[src/rtl/div_pkg.sv]
// -----------------------------------------------------------------------------
// div_pkg -- shared definitions for the multi-cycle divider.
//
// Contents:
//   DIV_DATA_W            default operand width
//   div_state_e           2-bit FSM state codes (FREE, BYZERO, ON, END)
//   DIV_RESULT_READY /
//   DIV_RESULT_NOT_READY  ready_o encodings
//   DIV_START             start_i "request asserted" level
//
// Optional feature macro used by div_unit: DIV_EARLY_OUT_EN
// -----------------------------------------------------------------------------
package div_pkg;

    localparam int DIV_DATA_W = 32;

    typedef enum logic [1:0] {
        DIV_FREE   = 2'b00,
        DIV_BYZERO = 2'b01,
        DIV_ON     = 2'b10,
        DIV_END    = 2'b11
    } div_state_e;

    localparam logic DIV_RESULT_READY     = 1'b1;
    localparam logic DIV_RESULT_NOT_READY = 1'b0;
    localparam logic DIV_START            = 1'b1;

endpackage

[src/rtl/div_step.sv]
// -----------------------------------------------------------------------------
// div_step -- one combinational restoring-division iteration.
//
// The pair {rem_i, quo_i} is treated as one 2*DATA_W shift register: the top
// dividend bit of quo_i shifts into the partial remainder, a trial subtract
// against the divisor is made, and the resulting quotient bit shifts into the
// bottom of quo_o (so quo_o[0] is this iteration's quotient bit).
//
// Ports:
//   rem_i      in  DATA_W  partial remainder (always < divisor_i)
//   quo_i      in  DATA_W  remaining dividend bits / quotient bits so far
//   divisor_i  in  DATA_W  divisor magnitude (nonzero)
//   rem_o      out DATA_W  updated partial remainder
//   quo_o      out DATA_W  shifted quotient, new bit in [0]
// -----------------------------------------------------------------------------
module div_step
    import div_pkg::*;
#(
    parameter int DATA_W = DIV_DATA_W
) (
    input  logic [DATA_W-1:0] rem_i,
    input  logic [DATA_W-1:0] quo_i,
    input  logic [DATA_W-1:0] divisor_i,
    output logic [DATA_W-1:0] rem_o,
    output logic [DATA_W-1:0] quo_o
);

    // One extra bit so the shifted remainder (< 2*divisor) never overflows and
    // the borrow of the trial subtraction shows up in the MSB.
    logic [DATA_W:0] shifted_s;
    logic [DATA_W:0] diff_s;
    logic            q_bit_s;

    // Shift, trial subtract, keep the difference only when it did not borrow.
    always_comb begin
        shifted_s = {rem_i, quo_i[DATA_W-1]};
        diff_s    = shifted_s - {1'b0, divisor_i};
        q_bit_s   = ~diff_s[DATA_W];
        if (q_bit_s) begin
            rem_o = diff_s[DATA_W-1:0];
        end else begin
            rem_o = shifted_s[DATA_W-1:0];
        end
        quo_o = {quo_i[DATA_W-2:0], q_bit_s};
    end

endmodule

[src/rtl/div_unit.sv]
// -----------------------------------------------------------------------------
// div_unit -- multi-cycle 32-bit signed/unsigned restoring divider (DIV/DIVU).
//
// One quotient bit per cycle. Operands are captured on the accepting edge;
// signed requests are divided as magnitudes and sign-corrected at the end
// (quotient negative when signs differ, remainder takes the dividend's sign).
// -2^(W-1) / -1 wraps to quotient 0x80000000, remainder 0.
//
// Latency from the accepting edge to ready_o: DATA_W+2 (normal), 2 (divide
// by zero, result 0), 1 (early-out, when enabled).
//
// Ports:
//   clk           in   1         clock
//   rst           in   1         synchronous reset, active-high
//   signed_div_i  in   1         1 = signed (DIV), 0 = unsigned (DIVU)
//   opdata1_i     in   DATA_W    dividend
//   opdata2_i     in   DATA_W    divisor
//   start_i       in   1         request level, held until ready_o seen
//   annul_i       in   1         flush; cancels any operation in flight
//   result_o      out  2*DATA_W  {remainder, quotient}, registered
//   ready_o       out  1         result valid, registered
//
// Configuration macro: DIV_EARLY_OUT_EN -- when defined, an accepted request
// whose |divisor| exceeds |dividend| skips the iteration loop and completes
// with quotient 0, remainder = dividend. Results are identical either way.
// -----------------------------------------------------------------------------
module div_unit
    import div_pkg::*;
#(
    parameter int DATA_W = DIV_DATA_W
) (
    input  logic                  clk,
    input  logic                  rst,
    input  logic                  signed_div_i,
    input  logic [DATA_W-1:0]     opdata1_i,
    input  logic [DATA_W-1:0]     opdata2_i,
    input  logic                  start_i,
    input  logic                  annul_i,
    output logic [2*DATA_W-1:0]   result_o,
    output logic                  ready_o
);

    localparam int                CNT_W    = $clog2(DATA_W) + 1;
    localparam logic [CNT_W-1:0]  CNT_LAST = CNT_W'(DATA_W);

    div_state_e              state_q,   state_d;
    logic [CNT_W-1:0]        cnt_q,     cnt_d;
    logic [DATA_W-1:0]       rem_q,     rem_d;
    logic [DATA_W-1:0]       quo_q,     quo_d;
    logic [DATA_W-1:0]       divisor_q, divisor_d;
    logic                    quo_neg_q, quo_neg_d;
    logic                    rem_neg_q, rem_neg_d;
    logic                    ready_q,   ready_d;
    logic [2*DATA_W-1:0]     result_q,  result_d;

    logic                    op1_neg_s;
    logic                    op2_neg_s;
    logic [DATA_W-1:0]       op1_abs_s;
    logic [DATA_W-1:0]       op2_abs_s;
    logic                    early_s;
    logic [DATA_W-1:0]       step_rem_s;
    logic [DATA_W-1:0]       step_quo_s;

    // Two's complement negate when requested; used for both operand
    // magnitudes and the final sign fix-up.
    function automatic logic [DATA_W-1:0] neg_if(input logic neg,
                                                 input logic [DATA_W-1:0] v);
        if (neg) begin
            return {DATA_W{1'b0}} - v;
        end else begin
            return v;
        end
    endfunction

    div_step #(.DATA_W(DATA_W)) u_step (
        .rem_i     (rem_q),
        .quo_i     (quo_q),
        .divisor_i (divisor_q),
        .rem_o     (step_rem_s),
        .quo_o     (step_quo_s)
    );

    // Operand magnitudes and signs; -2^(W-1) maps onto itself, which is the
    // correct unsigned magnitude.
    always_comb begin
        op1_neg_s = signed_div_i & opdata1_i[DATA_W-1];
        op2_neg_s = signed_div_i & opdata2_i[DATA_W-1];
        op1_abs_s = neg_if(op1_neg_s, opdata1_i);
        op2_abs_s = neg_if(op2_neg_s, opdata2_i);
`ifdef DIV_EARLY_OUT_EN
        early_s   = (op2_abs_s > op1_abs_s);
`else
        early_s   = 1'b0;
`endif
    end

    // FSM next-state, datapath and registered-output computation.
    always_comb begin
        state_d   = state_q;
        cnt_d     = cnt_q;
        rem_d     = rem_q;
        quo_d     = quo_q;
        divisor_d = divisor_q;
        quo_neg_d = quo_neg_q;
        rem_neg_d = rem_neg_q;
        ready_d   = DIV_RESULT_NOT_READY;
        result_d  = {(2*DATA_W){1'b0}};

        case (state_q)
            DIV_FREE: begin
                if ((start_i == DIV_START) && !annul_i) begin
                    divisor_d = op2_abs_s;
                    quo_neg_d = op1_neg_s ^ op2_neg_s;
                    rem_neg_d = op1_neg_s;
                    cnt_d     = {CNT_W{1'b0}};
                    if (opdata2_i == {DATA_W{1'b0}}) begin
                        // Zero working registers make the END fix-up yield 0.
                        state_d = DIV_BYZERO;
                        rem_d   = {DATA_W{1'b0}};
                        quo_d   = {DATA_W{1'b0}};
                    end else if (early_s) begin
                        // Magnitude remainder + dividend sign restores the
                        // original signed dividend at END.
                        state_d = DIV_END;
                        rem_d   = op1_abs_s;
                        quo_d   = {DATA_W{1'b0}};
                    end else begin
                        state_d = DIV_ON;
                        rem_d   = {DATA_W{1'b0}};
                        quo_d   = op1_abs_s;
                    end
                end else begin
                    state_d = DIV_FREE;
                end
            end
            DIV_BYZERO: begin
                if (annul_i) begin
                    state_d = DIV_FREE;
                end else begin
                    state_d = DIV_END;
                end
            end
            DIV_ON: begin
                if (annul_i) begin
                    state_d = DIV_FREE;
                    cnt_d   = {CNT_W{1'b0}};
                end else if (cnt_q == CNT_LAST) begin
                    state_d = DIV_END;
                end else begin
                    rem_d = step_rem_s;
                    quo_d = step_quo_s;
                    cnt_d = cnt_q + {{(CNT_W-1){1'b0}}, 1'b1};
                end
            end
            DIV_END: begin
                if (annul_i) begin
                    state_d = DIV_FREE;
                end else if (start_i == DIV_START) begin
                    state_d  = DIV_END;
                    ready_d  = DIV_RESULT_READY;
                    result_d = {neg_if(rem_neg_q, rem_q), neg_if(quo_neg_q, quo_q)};
                end else begin
                    state_d = DIV_FREE;
                end
            end
            default: begin
                state_d = DIV_FREE;
            end
        endcase
    end

    // State, datapath and output registers with synchronous reset.
    always_ff @(posedge clk) begin
        if (rst) begin
            state_q   <= DIV_FREE;
            cnt_q     <= {CNT_W{1'b0}};
            rem_q     <= {DATA_W{1'b0}};
            quo_q     <= {DATA_W{1'b0}};
            divisor_q <= {DATA_W{1'b0}};
            quo_neg_q <= 1'b0;
            rem_neg_q <= 1'b0;
            ready_q   <= DIV_RESULT_NOT_READY;
            result_q  <= {(2*DATA_W){1'b0}};
        end else begin
            state_q   <= state_d;
            cnt_q     <= cnt_d;
            rem_q     <= rem_d;
            quo_q     <= quo_d;
            divisor_q <= divisor_d;
            quo_neg_q <= quo_neg_d;
            rem_neg_q <= rem_neg_d;
            ready_q   <= ready_d;
            result_q  <= result_d;
        end
    end

    assign ready_o  = ready_q;
    assign result_o = result_q;

endmodule

[config.mk]
export PLATFORM = sky130hd
export DESIGN_NAME = div_unit
export DESIGN_NICKNAME = d
export VERILOG_FILES = /design/src/rtl/div_pkg.sv /design/src/rtl/div_step.sv /design/src/rtl/div_unit.sv
export SDC_FILE = /design/constraint.sdc
export NUM_CORES = 1
export LEC_CHECK = 0
export ABC_AREA = 1
export BUFFER_PORTS_ARGS = -buffer_cell sky130_fd_sc_hd__buf_4
export CORE_ASPECT_RATIO = 2
export CORE_MARGIN = 2
export CORE_UTILIZATION = 30
export CTS_CLUSTER_SIZE = 10
export DETAILED_ROUTE_END_ITERATION = 8
export GPL_TIMING_DRIVEN = 0
export HOLD_SLACK_MARGIN = 0.02
export SLEW_MARGIN = 20
export SYNTH_ARGS = -nofsm -noshare
export SYNTH_HDL_FRONTEND = slang
export SYNTH_SLANG_ARGS = --single-unit
[constraint.sdc]
create_clock -name clk -period 2.2 [get_ports clk]
set_clock_uncertainty 0.15 [all_clocks]
set_input_delay 0.22 -clock clk [delete_from_list [all_inputs] [get_ports clk]]
set_output_delay 0.22 -clock clk [all_outputs]
set_load 0.01 [all_outputs]
# Yosys cells after proc, flatten, opt, wreduce, memory -nomap -nowiden
# Cells that the tools add are included.
[word_totals]
ramBits = 0
rom_bits = 0
latchBits = 0
memories = 0
reg_bits = 171
inputBits = 69
out_inout_bits = 65
elab_cells = 67
[classes]
shift = 0
muxes = 27
n_addsub = 6
n_lt_le_gt_ge = 0
reduce_logical = 10
multipliers = 0
n_bitwise = 6
div_mod_pow = 0
n_eq_ne = 9
[ops]
columns = ["cell", "count"]
rows = [
  ["2-to-1 mux 32 bit", 12],
  ["one-hot mux 32 bit (2 select lines)", 2],
  ["subtractor 1 x 32 -> 32 bit (first input constant)", 4],
  ["subtractor 33 x 32 -> 33 bit", 1],
  ["zero test 32 bit", 1],
  ["2-to-1 mux 6 bit", 3],
  ["2-to-1 mux 2 bit", 7],
  ["one-hot mux 6 bit (2 select lines)", 1],
  ["one-hot mux 2 bit (4 select lines)", 1],
  ["adder 6 x 1 -> 6 bit (second input constant)", 1],
  ["equality test 6 bit (second input constant)", 1],
  ["!= test 2 bit (second input constant)", 3],
  ["!= test 3 bit (second input constant)", 2],
  ["equality test 2 bit (second input constant)", 2],
  ["AND reduction 4 bit", 1],
  ["OR reduction 4 bit", 1],
  ["inverter 1 bit", 3],
  ["AND reduction 3 bit", 1],
  ["OR reduction 3 bit", 1],
  ["AND 1 bit", 2],
  ["equality test 2 x 1 -> 1 bit (second input constant)", 1],
  ["zero test 2 bit", 1],
  ["AND reduction 2 bit", 1],
  ["nonzero test 2 bit", 1],
  ["other kinds (4)", 4],
]

# Depth between registers and ports, before layout
[depth]
ltp_word = 5
depth_mapped = 18
ltp_nobuf = 17

# Modules after synthesis
# Synthesis repeated with hierarchy kept, for this count alone.
[hier_totals]
hier_cells = 2238
area_unflattened_um2 = 13090.1
[modules_own_cells]
columns = ["mod", "cells_per_inst", "instances", "area_each_um2"]
rows = [
  ["div_unit", 1523, 1, 9686.8],
  ["div_step", 715, 1, 3403.3],
]

# Worst setup path after synthesis
# OpenSTA, ideal clock, no wires.
[synth_path]
path_kind = "register to register"
start = "register quo_q[31]"
end = "register rem_q[22]"
arrival_ns = 2.117
setup_ns = 0.132
path_stages_with_launch = 19
path_buffers = 1
t_required_ns = 1.918
period_less_slack_ns = 2.399
path_slack_ns = -0.199
cell_sequence = "dfxtp_1 > inv_1 > ha_1 > fa_1 > inv_1 > nand2_1 > nand2_1 > nand3_1 > nand2_2 > nand2_2 > nand2_2 > nand2_4 > nand2_4 > nand2_8 > nand2_4 > buf_6 > nand2_1 > nand3_1 > a21oi_1"
[synth_between]
elab_chain_len = 5
[synth_rtl]
columns = ["element", "line", "rtl"]
rows = [
  ["start, declared", "div_unit.sv:49", "logic [DATA_W-1:0] quo_q, quo_d;"],
  ["start signal, assigned", "div_unit.sv:178", "quo_q <= {DATA_W{1'b0}};"],
  ["start signal, assigned", "div_unit.sv:188", "quo_q <= quo_d;"],
  ["subtractor 33 x 32 -> 33 bit", "div_step.sv:37", "diff_s = shifted_s - {1'b0, divisor_i};"],
  ["2-to-1 mux 32 bit", "div_step.sv:39", "if (q_bit_s) begin"],
  ["2-to-1 mux 32 bit", "div_unit.sv:147", "end else if (cnt_q == CNT_LAST) begin"],
  ["2-to-1 mux 32 bit", "div_unit.sv:144", "if (annul_i) begin"],
  ["one-hot mux 32 bit (2 select lines)", "div_unit.sv:109", "case (state_q)"],
  ["end signal, assigned", "div_unit.sv:177", "rem_q <= {DATA_W{1'b0}};"],
  ["end signal, assigned", "div_unit.sv:187", "rem_q <= rem_d;"],
  ["end, declared", "div_unit.sv:48", "logic [DATA_W-1:0] rem_q, rem_d;"],
]
# No other way between the ends. The select of a mux whose other input is x is not followed.
# A chain may end at the register's enable or synchronous reset.

# Worst setup path after layout
[layout_path]
start = "register quo_q[31]"
end = "register rem_q[23]"
# Same word-level chain as after synthesis.

==> run summary <==
The flow ran to the end, but the final reports show violations. The final reports fail on negative setup slack. The flip-flop and latch count after synthesis is roughly 170. The chip height came out at between 200 and 300 µm. For this run, the slowest stage of the critical path takes between 0.3 and 0.4 ns. The area share of the largest cell type after synthesis is 0.281. IR analysis of the VDD net gives a maximum drop of roughly 0.52 mV. The number of vias after detailed routing came out at ~14k. After synthesis, the largest family of logic cells by area is simple AND/OR/NAND/NOR gates. The most instantiated flip-flop cell in the synthesis netlist is dfxtp_1. Wires add up to roughly 48000 µm.

The startpoint identified for the worst register-to-register timing path is quo_q[31]$_SDFFE_PP0P_. Traced cell by cell, the critical path runs through inv_4 -> ha_4 -> fa_2 -> inv_2 -> nand2_2 -> nand2_2 -> nand3_2 -> nand2_2 -> nand2_2 -> nand2_2 -> nand2_4 -> nand2_4 -> nand2_8 -> nand2_8 -> buf_12 -> buf_12 -> nand2_2 -> nand3_2 -> a21oi_1. The average wire length per cell after detail routing is approximately 17 µm. The overall global routing resource usage came out at 0.222. The cell depth of the worst min-delay path is 4. For this run the aggregate overflow at the end of global routing stands at 0. Of the total synthesized cell area, the portion taken by full adders, half adders and majority gates is 0.0438. The via count of the first global-routing pass came out at approximately 14k. The pin count of the biggest net entering global routing came out at 17. The required time at the endpoint of the critical path is 2.37 ns. The initial antenna violation count was 1. The remaining max-slew budget at the tightest pin came out at 0.407. The number of ports placed on the die boundary came out at roughly 130. The placer congestion estimate came out at a little under 1.

The longest clock path from root to sink contains 2 buffers. Of all cell types, the one taking the most synthesized area is dfxtp_1. Summing every instance area after synthesis gives between 10000 and 15000 µm². The fill cell total of the finished layout came out at between 4k and 5k. The worst register-to-register path has a setup slack of -0.32 ns. The finished layout holds around 2.8k standard cells, fillers aside. The clock-pin slew of the registers on the worst-case setup and hold paths is roughly 0.07 ns. The number of endpoints with negative hold slack in the final report came out at 0. During synthesis, Yosys emitted a total of 0 warnings. The cell count after synthesis came out at ~2k. The cell count after placement is ~2.7k. In this run the power density over the cells is approximately 520 nW/µm².

The H-tree depth reported by CTS came out at 4. For the pin with the worst max-slew slack, the measured transition is a little under 0.9 ns. After detailed routing, the number of remaining DRC violations is 0. The worst setup path is launched from a flip-flop. Ranked by total cell area, the synthesized netlist is headed by dfxtp_1, nand2_1, inv_1.

The library cell contributing the largest single delay on the critical path is fa_2. The synthesized netlist net count came out at around 2.1k. Of the available clock period, the critical path in the final layout requires 1.14. The routed via count divided by cell count is about 5.

Of the total synthesized cell area, the portion taken by XOR and XNOR cells is 0.0345. The area of placed instances is between 10000 and 15000 µm². The share of the synthesized area in compound gates (AO/OA/AOI/OAI) came out at 0.168. The buffer and inverter count on the worst path is 4. The end point of the most critical hold path is divisor_q[15]$_SDFFE_PP0P_. The multi-input combinational cells in the finished layout cover a total of about 8000 µm². The clock tree from TritonCTS is built. For the worst flop-to-flop path, the logic depth is 19. The number of synthesized flops with an enable pin is 0. Of the cells placed in the final design, the portion with a size suffix greater than 1 is 0.201. The final instance area came out at 16300 µm². Derived from the worst setup path, the maximum achievable clock frequency is 0.397 GHz.

The time the final worst path needs with I/O delays and setup came out at about 2.5 ns. The number of buffers created by CTS came out at 17. Setup violations remaining at the end of the flow were counted as 33.

The share of async-settable or async-resettable flops after synthesis is 0. The area growth from synthesis to final layout came out at 34.0%. The chip width came out at approximately 150 µm. The most common cell in the synthesized netlist is nand2_1.

The number of clock sinks came out at approximately 170. The HPWL after detailed placement is 38700 µm. The synthesized netlist contains 43 unique library cells. In this run the critical register-to-register path is captured at rem_q[23]$_SDFFE_PP0P_. Of all nets on the critical path, the largest fanout is 5.

The insertion delay of the later-clocked pin in the worst-skew pair is ~0.46 ns. The endpoint type of the worst setup path is a flip-flop. The cell that appears most often on the critical path is nand2_2.

The leakage dissipation is between 7 and 8 nW. The max-slew violation total from the final report is 0. The min-delay analysis places its worst path in the category input pin to flip-flop. The commonest cells after synthesis are nand2_1, inv_1, a21oi_1. The area taken by flip-flops and latches is around 3500 µm². The quantity of I/O buffers inserted on ports came out at roughly 130. The synthesized area per cell is 6.04 µm². The count of max-cap constraint violations came out at 0. The category of cells accounting for the largest share of critical-path delay is simple AND/OR/NAND/NOR gates. The classification of the worst setup path is flip-flop to flip-flop. For this run, the register share of the synthesized area comes to 0.281. The first-pass GRT wire length came out at slightly above 70000 µm.

After synthesis, the share of cell area in mux cells is 0. Setup repair after global routing could not meet its margin everywhere. The cell sitting at the root of the clock tree is a clkbuf_16. The area fraction in and, or, nand and nor cells after synthesis is 0.346. The count of TritonRoute iterations in the first routing pass came out at 5.

After layout, the worst setup slack is -0.317 ns. The count of nets left with antenna violations once routing finished came out at 0. The initial cell density of the core came out at 0.303. The critical hold path startpoint is opdata2_i[15]. The floorplan die area is ~42000 µm².

For the worst setup path, the data arrival time is about 2.7 ns. The total core area is between 40000 and 50000 µm². In this run, the number of DRC markers left after iteration 0 of detailed routing was just under 600. The number of rows created at floorplan is ~100.

The number of nets in the finished design came out at between 2k and 2.5k.
-- flip-flops by register name (all words and copies together), names as in the netlist --
register and count:
cnt_q 6, divisor_q 32, quo_neg_q 1, quo_q 32, ready_o 1, rem_neg_q 1, rem_q 32, result_o 64
state_q 2
-- how the worst max path moves through the flow --
stage	startpoint	to	depth (start not counted)
global route	quo_q[31]$_SDFFE_PP0P_	rem_q[8]$_SDFFE_PP0P_	18
floorplan	quo_q[31]$_SDFFE_PP0P_	rem_q[7]$_SDFFE_PP0P_	18
detailed placement	opdata2_i[0]	quo_q[28]$_SDFFE_PP0P_	13
global placement	rst	result_o[14]$_SDFF_PP0_	5
CTS	quo_q[31]$_SDFFE_PP0P_	rem_q[24]$_SDFFE_PP0P_	19
finish	quo_q[31]$_SDFFE_PP0P_	rem_q[23]$_SDFFE_PP0P_	19
-- where the power goes --
part | switching (W) | internal [W] | leakage, nW | total [W]
registers | 0.000129 | 0.00320 | 1.41 | 0.00333
logic | 0.00138 | 0.000812 | 6.07 | 0.00219
clock network | 0.00132 | 0.00160 | 0.261 | 0.00292
total | 0.00283 | 0.00561 | 7.75 | 0.00844
-- placed cells by master (no fill, tap or decap), types with 38 or more instances in the layout --
cell             n
a21oi_1        204
buf_4          184
clkbuf_1        38
dfxtp_1        138
dlygate4sd3_1   50
inv_1          309
nand2_1        487
nand3_1        120
nor2_1         158
o21ai_0        121
-- worst min-delay path, stage by stage --
cell,delay [ns]
buf_4,0.11
o21ai_0,0.12
o211ai_1,0.10
inv_1,0.05
-- what timing repair did --
item,in CTS,in global routing
hold buffers,50,0
pin swaps,21,31
gates resized for setup,113,148
gates cloned,2,1
setup endpoints to repair,146,128
hold endpoints to repair,50,0
setup buffers,30,26
-- layer usage --
layer / track usage / vias to the layer above / share of wire
met3: 0.0268 / 161 / 0.029
met5: 0 / - / 0
met2: 0.451 / 383 / 0.56
met1: 0.185 / 6362 / 0.32
li1: - / 7006 / -
met4: 0.192 / 0 / 0.091
-- final cells by class --
class | instances | share of cell area
Multi-Input combinational cell | 1449 | 0.491
Tap cell | 530 | 0.0406
Buffer | 61 | 0.0199
Antenna cell | 1 | 0.000153
Sequential cell | 171 | 0.215
Clock inverter | 8 | 0.00537
Inverter | 332 | 0.0771
Timing Repair Buffer | 240 | 0.122
Clock buffer | 24 | 0.0283
-- stage by stage --
step           setup slack, ns  utilization  power (W)  hold slack, ns  TNS [ns]
5_1_grt                 -0.422        0.406    0.00884          0.0594    -13.85
2_1_floorplan          -0.0674            -    0.00459           0.222     -1.13
3_3_place_gp            -0.982        0.345    0.00521           0.300    -75.44
3_5_place_dp            -0.615        0.345    0.00523           0.303    -48.80
6_report                -0.317        0.406    0.00844          0.0427     -8.81
4_1_cts                 -0.305        0.387    0.00832          0.0214     -8.57
-- cell families (layout without fill, tap and decap cells) --
logic type	after synthesis	after routing
and+or+nand+nor	973	973
xor gates and xnor gates	48	48
DFF	171	171
buffers and inverters	396	665
AOI/OAI and AO/OA	386	386
adders and majority gates	42	42
other	0	1
Power figures use the tool's default switching activity.
